## src/rtl/mpeg2_pkg.sv

```systemverilog
// mpeg2_pkg: shared component codes, block geometry and reconstructor state type
package mpeg2_pkg;
  localparam logic [1:0] CC_Y = 2'd0;
  localparam logic [1:0] CC_U = 2'd1;
  localparam logic [1:0] CC_V = 2'd2;
  typedef enum logic [1:0] {ST_IDLE, ST_RUN, ST_DRAIN} state_t;
  // Chroma blocks are 8x8; luma and the reserved code 3 are 16x16
  function automatic logic [4:0] blk_dim(input logic [1:0] cc);
    return (cc == CC_U || cc == CC_V) ? 5'd8 : 5'd16;
  endfunction
endpackage

```

## src/rtl/blkrecon_fifo.sv

```systemverilog
// blkrecon_fifo: residual FIFO; an empty FIFO passes the incoming word straight through
module blkrecon_fifo #(
  parameter int DEPTH = 4,
  parameter int W     = 16
) (
  input  logic         clk,
  input  logic         reset_n,
  input  logic         push_i,
  input  logic [W-1:0] din_i,
  input  logic         pop_i,
  output logic [W-1:0] dout_o
);
  localparam int AW = DEPTH > 1 ? $clog2(DEPTH) : 1;
  localparam int CW = $clog2(DEPTH + 1);
  logic [W-1:0]  mem_q [DEPTH];
  logic [AW-1:0] wp_q, rp_q;
  logic [CW-1:0] cnt_q;
  logic          empty, byp, wr, rd;
  assign empty  = cnt_q == '0;
  assign byp    = empty & push_i & pop_i;
  assign wr     = push_i & ~byp;
  assign rd     = pop_i & ~empty;
  assign dout_o = empty ? din_i : mem_q[rp_q];
  function automatic logic [AW-1:0] inc(input logic [AW-1:0] p);
    return (p == AW'(DEPTH - 1)) ? '0 : p + 1'b1;
  endfunction
  always_ff @(posedge clk)
    if (wr) mem_q[wp_q] <= din_i;
  always_ff @(posedge clk or negedge reset_n)
    if (!reset_n) begin
      wp_q  <= '0;
      rp_q  <= '0;
      cnt_q <= '0;
    end else begin
      wp_q  <= wr ? inc(wp_q) : wp_q;
      rp_q  <= rd ? inc(rp_q) : rp_q;
      cnt_q <= cnt_q + CW'(wr) - CW'(rd);
    end
endmodule

```

## src/rtl/blkrecon.sv

```systemverilog
// blkrecon: motion-compensated block reconstruction, pixel = clamp(ref + residual, 0, 255)
module blkrecon
  import mpeg2_pkg::*;
#(
  parameter int MAX_OUT = 4,
  parameter int RES_W   = 16
) (
  input  logic             clk,
  input  logic             reset_n,
  input  logic             en,
  input  logic [1:0]       cc,
  output logic             rdy,
  output logic [3:0]       rx,
  output logic [3:0]       ry,
  input  logic [RES_W-1:0] rq,
  output logic [3:0]       mx,
  output logic [3:0]       my,
  output logic             mreq,
  input  logic             m_wait,
  input  logic             m_valid,
  input  logic [7:0]       mq,
  output logic [3:0]       wx,
  output logic [3:0]       wy,
  output logic [7:0]       wdata,
  output logic             wren,
  output logic [8:0]       sat_cnt,
  output logic             err
);
  localparam int OW = $clog2(MAX_OUT + 1);
  state_t               st_q, st_d;
  logic                 small_q, iss_q, wren_q, err_q;
  logic [7:0]           icnt_q, wdata_q;
  logic [8:0]           acnt_q, sat_q;
  logic [3:0]           wx_q, wy_q;
  logic [OW-1:0]        out_q;
  logic                 start, iss, acc, last_iss, last_wr, unf, ovf;
  logic [RES_W-1:0]     res;
  logic signed [RES_W:0] sum;
  blkrecon_fifo #(.DEPTH(MAX_OUT), .W(RES_W)) u_fifo (
    .clk    (clk),
    .reset_n(reset_n),
    .push_i (iss_q),
    .din_i  (rq),
    .pop_i  (acc),
    .dout_o (res)
  );
  assign start    = rdy & en;
  assign acc      = m_valid & (out_q != '0);
  assign last_iss = iss & (icnt_q == (small_q ? 8'd63 : 8'd255));
  assign last_wr  = wren_q & (acnt_q == (small_q ? 9'd64 : 9'd256));
  assign sum      = $signed({{(RES_W - 7){1'b0}}, mq}) + $signed({res[RES_W-1], res});
  assign unf      = sum[RES_W];
  assign ovf      = ~unf & (|sum[RES_W-1:8]);
  assign rx       = small_q ? {1'b0, icnt_q[2:0]} : icnt_q[3:0];
  assign ry       = small_q ? {1'b0, icnt_q[5:3]} : icnt_q[7:4];
  assign mx       = rx;
  assign my       = ry;
  assign mreq     = iss;
  assign wx       = wx_q;
  assign wy       = wy_q;
  assign wdata    = wdata_q;
  assign wren     = wren_q;
  assign sat_cnt  = sat_q;
  assign err      = err_q;
  always_ff @(posedge clk or negedge reset_n)
    if (!reset_n) st_q <= ST_IDLE;
    else st_q <= st_d;
  always_comb begin
    st_d = st_q;
    case (st_q)
      ST_IDLE:  st_d = en ? ST_RUN : ST_IDLE;
      ST_RUN:   st_d = last_iss ? ST_DRAIN : ST_RUN;
      ST_DRAIN: st_d = last_wr ? ST_IDLE : ST_DRAIN;
      default:  st_d = ST_IDLE;
    endcase
  end
  always_comb begin
    rdy = st_q == ST_IDLE;
    iss = (st_q == ST_RUN) & ~m_wait & (out_q < OW'(MAX_OUT));
  end
  always_ff @(posedge clk or negedge reset_n)
    if (!reset_n) begin
      small_q <= 1'b0;
      iss_q   <= 1'b0;
      wren_q  <= 1'b0;
      err_q   <= 1'b0;
      icnt_q  <= '0;
      acnt_q  <= '0;
      sat_q   <= '0;
      wdata_q <= '0;
      wx_q    <= '0;
      wy_q    <= '0;
      out_q   <= '0;
    end else begin
      iss_q  <= iss;
      wren_q <= acc;
      out_q  <= out_q + OW'(iss) - OW'(acc);
      err_q  <= ~start & (err_q | (m_valid & (out_q == '0)));
      if (start) begin
        small_q <= blk_dim(cc) == 5'd8;
        icnt_q  <= '0;
        acnt_q  <= '0;
        sat_q   <= '0;
      end else begin
        if (iss) icnt_q <= icnt_q + 8'd1;
        if (acc) acnt_q <= acnt_q + 9'd1;
        if (acc) sat_q <= sat_q + 9'(unf | ovf);
      end
      if (acc) begin
        wdata_q <= unf ? 8'd0 : ovf ? 8'd255 : sum[7:0];
        wx_q    <= small_q ? {1'b0, acnt_q[2:0]} : acnt_q[3:0];
        wy_q    <= small_q ? {1'b0, acnt_q[5:3]} : acnt_q[7:4];
      end
    end
endmodule

```

## config.mk

```make
export PLATFORM = sky130hd
export DESIGN_NAME = blkrecon
export DESIGN_NICKNAME = d
export VERILOG_FILES = /design/src/rtl/mpeg2_pkg.sv /design/src/rtl/blkrecon_fifo.sv /design/src/rtl/blkrecon.sv
export SDC_FILE = /design/constraint.sdc
export NUM_CORES = 1
export LEC_CHECK = 0
export ABC_AREA = 1
export CELL_PAD_IN_SITES_DETAIL_PLACEMENT = 0
export CELL_PAD_IN_SITES_GLOBAL_PLACEMENT = 2
export CORE_ASPECT_RATIO = 0.9
export CORE_MARGIN = 3
export CORE_UTILIZATION = 35
export CTS_CLUSTER_DIAMETER = 120
export DETAILED_ROUTE_END_ITERATION = 16
export PLACE_DENSITY = 0.81
export SETUP_SLACK_MARGIN = 0.15
export SYNTH_ARGS = -nofsm -noshare
export SYNTH_HDL_FRONTEND = slang
export SYNTH_SLANG_ARGS = --single-unit
```

## constraint.sdc

```tcl
create_clock -name clk -period 4.1 [get_ports clk]
set_input_delay 0.82 -clock clk [delete_from_list [all_inputs] [get_ports clk]]
set_output_delay 0.82 -clock clk [all_outputs]
set_load 0.005 [all_outputs]
```

==> results.toml <==
[placement]
placed_cells = 1006
placement.io_buffers = 75
place_hpwl_um = 10520
gp_congestion = 0.7944
dpl-instance-area_mm2 = 0.007406
dp_slack_ns = -0.2128

[global_routing]
grt_pass1_vias = 4841
grt_usage = 0.1605
grt_pass1_wl_um = 24610
grt_max_degree = 39
grt_overflow_total = 0
antenna_found_initial = 0

[yosys]
syn_inst = 684
synthTopCellsByArea = "edfxtp_1 (31%), dfrtp_1 (23%), nand2_1 (9.3%)"
synth_seq_cells = 122
synth.avg_cell_area_um2 = 9.095
async_flop_share = 0.4754
syn_nets = 741
yosysSeqAreaShare = 0.5422
synth_top_area_frac = 0.3089
yosysUniqueCellTypes = 40
ys.flop_type = "edfxtp_1"
synth_edf_count = 64
synth_top_area_cell = "edfxtp_1"
syn_area_mm2 = 0.006221
ys_warn_count = 0

[floorplanning]
die_w_um = 146.5
pin_count = 76
dieHeight_um = 132.5
initial_utilization = 0.3623
rows = 45
core_area_mm2 = 0.01717
dieArea_mm2 = 0.01941

[drt]
vias_per_cell = 4.658
num_vias = 4900
drcViolationCount = 0
drt_iter0_markers = 237
firstDrtPassIters = 4
final_antenna_net_count = 0
wl_um = 15160
detail_route.wl_per_cell_um = 14.41

[timing]
fin_tns_setup_ns = 0
fmax_mhz = 269.1
worstMarginPinSlew_ns = 0.8744
rsz0062_at_grt = "no"
fin_hold_ws_ns = 0.4761
finalMaxSlewViolations = 0
hold_viol = 0
finalCritPeriodShare = 0.9063
setup_violations = 0
period_minus_slack_ns = 3.716
max-slew-margin-rel = 0.4171
setup_slack_ns = 0.3842
fin_skew_ns = 0.005224

[worst_hold_path]
hold_depth = 2
hold_start = "wdata[5]$_DFFE_PN0P_"
hold_path.class = "reg -> reg"
hold_end = "wdata[5]$_DFFE_PN0P_"

[pwr]
ir_drop_mv = 0.3452
report.power.total_mw = 6.312
p_leak_nw = 3.638
powerDensity_mw_per_mm2 = 761.7

[worst_setup_path]
cp_max_fo = 5
reg2reg_slack_ns = 0.41
cp.required_ns = 4.44
ff2ff_path_depth = 28
critPathArrivalTime_ns = 4.06
crit_type = "in -> reg"
rr_endpoint = "sat_cnt[8]$_DFFE_PN0P_"
worst_setup_path_start_kind = "input port"
worstSetupEndpointType = "flip-flop"
reg2reg_from = "u_fifo.rp_q[0]$_DFFE_PN0P_"

[final_layout]
layout.cells.non_filler = 1052
fin_util = 0.4826
fin_area_mm2 = 0.008287
diodes = 0
fin_nets = 863
drive_gt1_frac = 0.1714
syn_to_final_growth_pct = 33.21

[cts]
cts_buffer_depth = 2
h-tree-depth = 4
clock-sinks = 122
clk_transition_reported_paths_ns = 0.05
cts-root-buf = "clkbuf_16"
clk-insertion-delay-late_ns = 0.41
tritoncts = "done"
cts_buffers = 17

[outcome]
status = "finished clean"

[flow_run]
cap_viol_max_count = 0
==> how the worst max path moves through the flow <==
stage                                           from                     end  slack (ns)  cells after the start
after floorplan            u_fifo.cnt_q[1]$_DFF_PN0_  sat_cnt[8]$_DFFE_PN0P_        0.28                     27
after global placement                         rq[0]  sat_cnt[8]$_DFFE_PN0P_       -0.15                     25
after detailed placement                       rq[0]  sat_cnt[8]$_DFFE_PN0P_       -0.21                     25
after CTS                 u_fifo.rp_q[0]$_DFFE_PN0P_  sat_cnt[8]$_DFFE_PN0P_        0.17                     26
after global routing      u_fifo.rp_q[0]$_DFFE_PN0P_  sat_cnt[8]$_DFFE_PN0P_         0.1                     27
final                                          rq[2]  sat_cnt[8]$_DFFE_PN0P_        0.38                     25
==> layout make-up <==
class	count	area (um2)
clock buffers	21	440.4
multi-input cells	445	2480
repair buffers	132	1261
flip-flops and latches	122	3374
inverters	88	335.3
clock inverters	9	101.3
fillers	1587	8886
well taps	235	294.0
==> where the power goes <==
group	internal, mW	switching [mW]
clock	0.879	0.510
sequential	1.55	0.250
combinational	1.48	1.64
==> cell families (layout without fill, tap and decap cells) <==
kind of cell / count (synthesis) / after routing / synth area share
buffers and inverters: 117 / 250 / 0.08306
XOR/XNOR: 12 / 12 / 0.01690
AND/OR/NAND/NOR: 318 / 318 / 0.2218
AO/OA/AOI/OAI: 89 / 89 / 0.08005
flip-flops: 122 / 122 / 0.5422
adder cells (fa/ha/maj): 26 / 26 / 0.05591
==> routing by layer <==
layer / track usage / vias to the layer above / routed length [um]
met1: 0.2223 / 2322 / 7324
met2: 0.2499 / 88 / 7041
met4: 0.04702 / 0 / 172
li1: - / 2477 / -
met5: 0 / - / 0
met3: 0.04178 / 13 / 619
==> cells in the mapped netlist, types with 11 or more instances <==
cell / instances
nand2_1: 154
edfxtp_1: 64
inv_1: 82
a31oi_1: 14
a21oi_1: 20
nor2_1: 79
dfrtp_1: 58
nor3_1: 15
buf_4: 13
nand2_2: 11
ha_1: 23
o21ai_0: 42
nand3_1: 38
==> sequential cells by signal, indices dropped and copies added (netlist names), 2 cells and up <==
name          count
u_fifo.wp_q       2
wdata             8
out_q             3
icnt_q            8
sat_cnt           9
wx                4
u_fifo.rp_q       2
u_fifo.cnt_q      3
wy                4
u_fifo.mem_q     64
st_q              2
acnt_q            9
==> repair_timing <==
action,CTS,global route
setup endpoints to repair,0,4
buffers inserted,0,14
resized for setup,0,47
hold buffers,0,0
==> placed cells by master (no fill, tap or decap), types with 7 or more instances in the layout <==
master,count
a21oi_1,19
a31oi_1,10
buf_4,51
clkbuf_16,19
clkdlybuf4s50_1,73
dfrtp_1,57
edfxtp_1,64
ha_1,19
inv_1,81
nand2_1,151
nand2_2,11
nand3_1,32
nand3_2,7
nand4_1,7
nor2_1,75
nor2_2,8
nor3_1,14
o21ai_0,35
o21ai_1,8
xnor2_1,9
==> worst max-delay path, cell delays in order <==
cell and delay, ns:
clkdlybuf4s50_1 0.54, nor2_2 0.07, a31oi_2 0.18, ha_1 0.31
a21oi_2 0.16, nand2_1 0.09, nand2_1 0.08, nand3_2 0.08
nand3_2 0.11, nand2_4 0.08, nand3_1 0.07, nand2_1 0.05
nand2_1 0.09, nor2_2 0.05, nand3_4 0.09, ha_4 0.14
ha_2 0.15, inv_1 0.05, nor3_2 0.23, nand3_1 0.13
inv_2 0.10, nand3_4 0.08, o21ai_2 0.13, nand2_1 0.06
nor2_1 0.12
No activity file was read; power rests on OpenSTA's default activity.
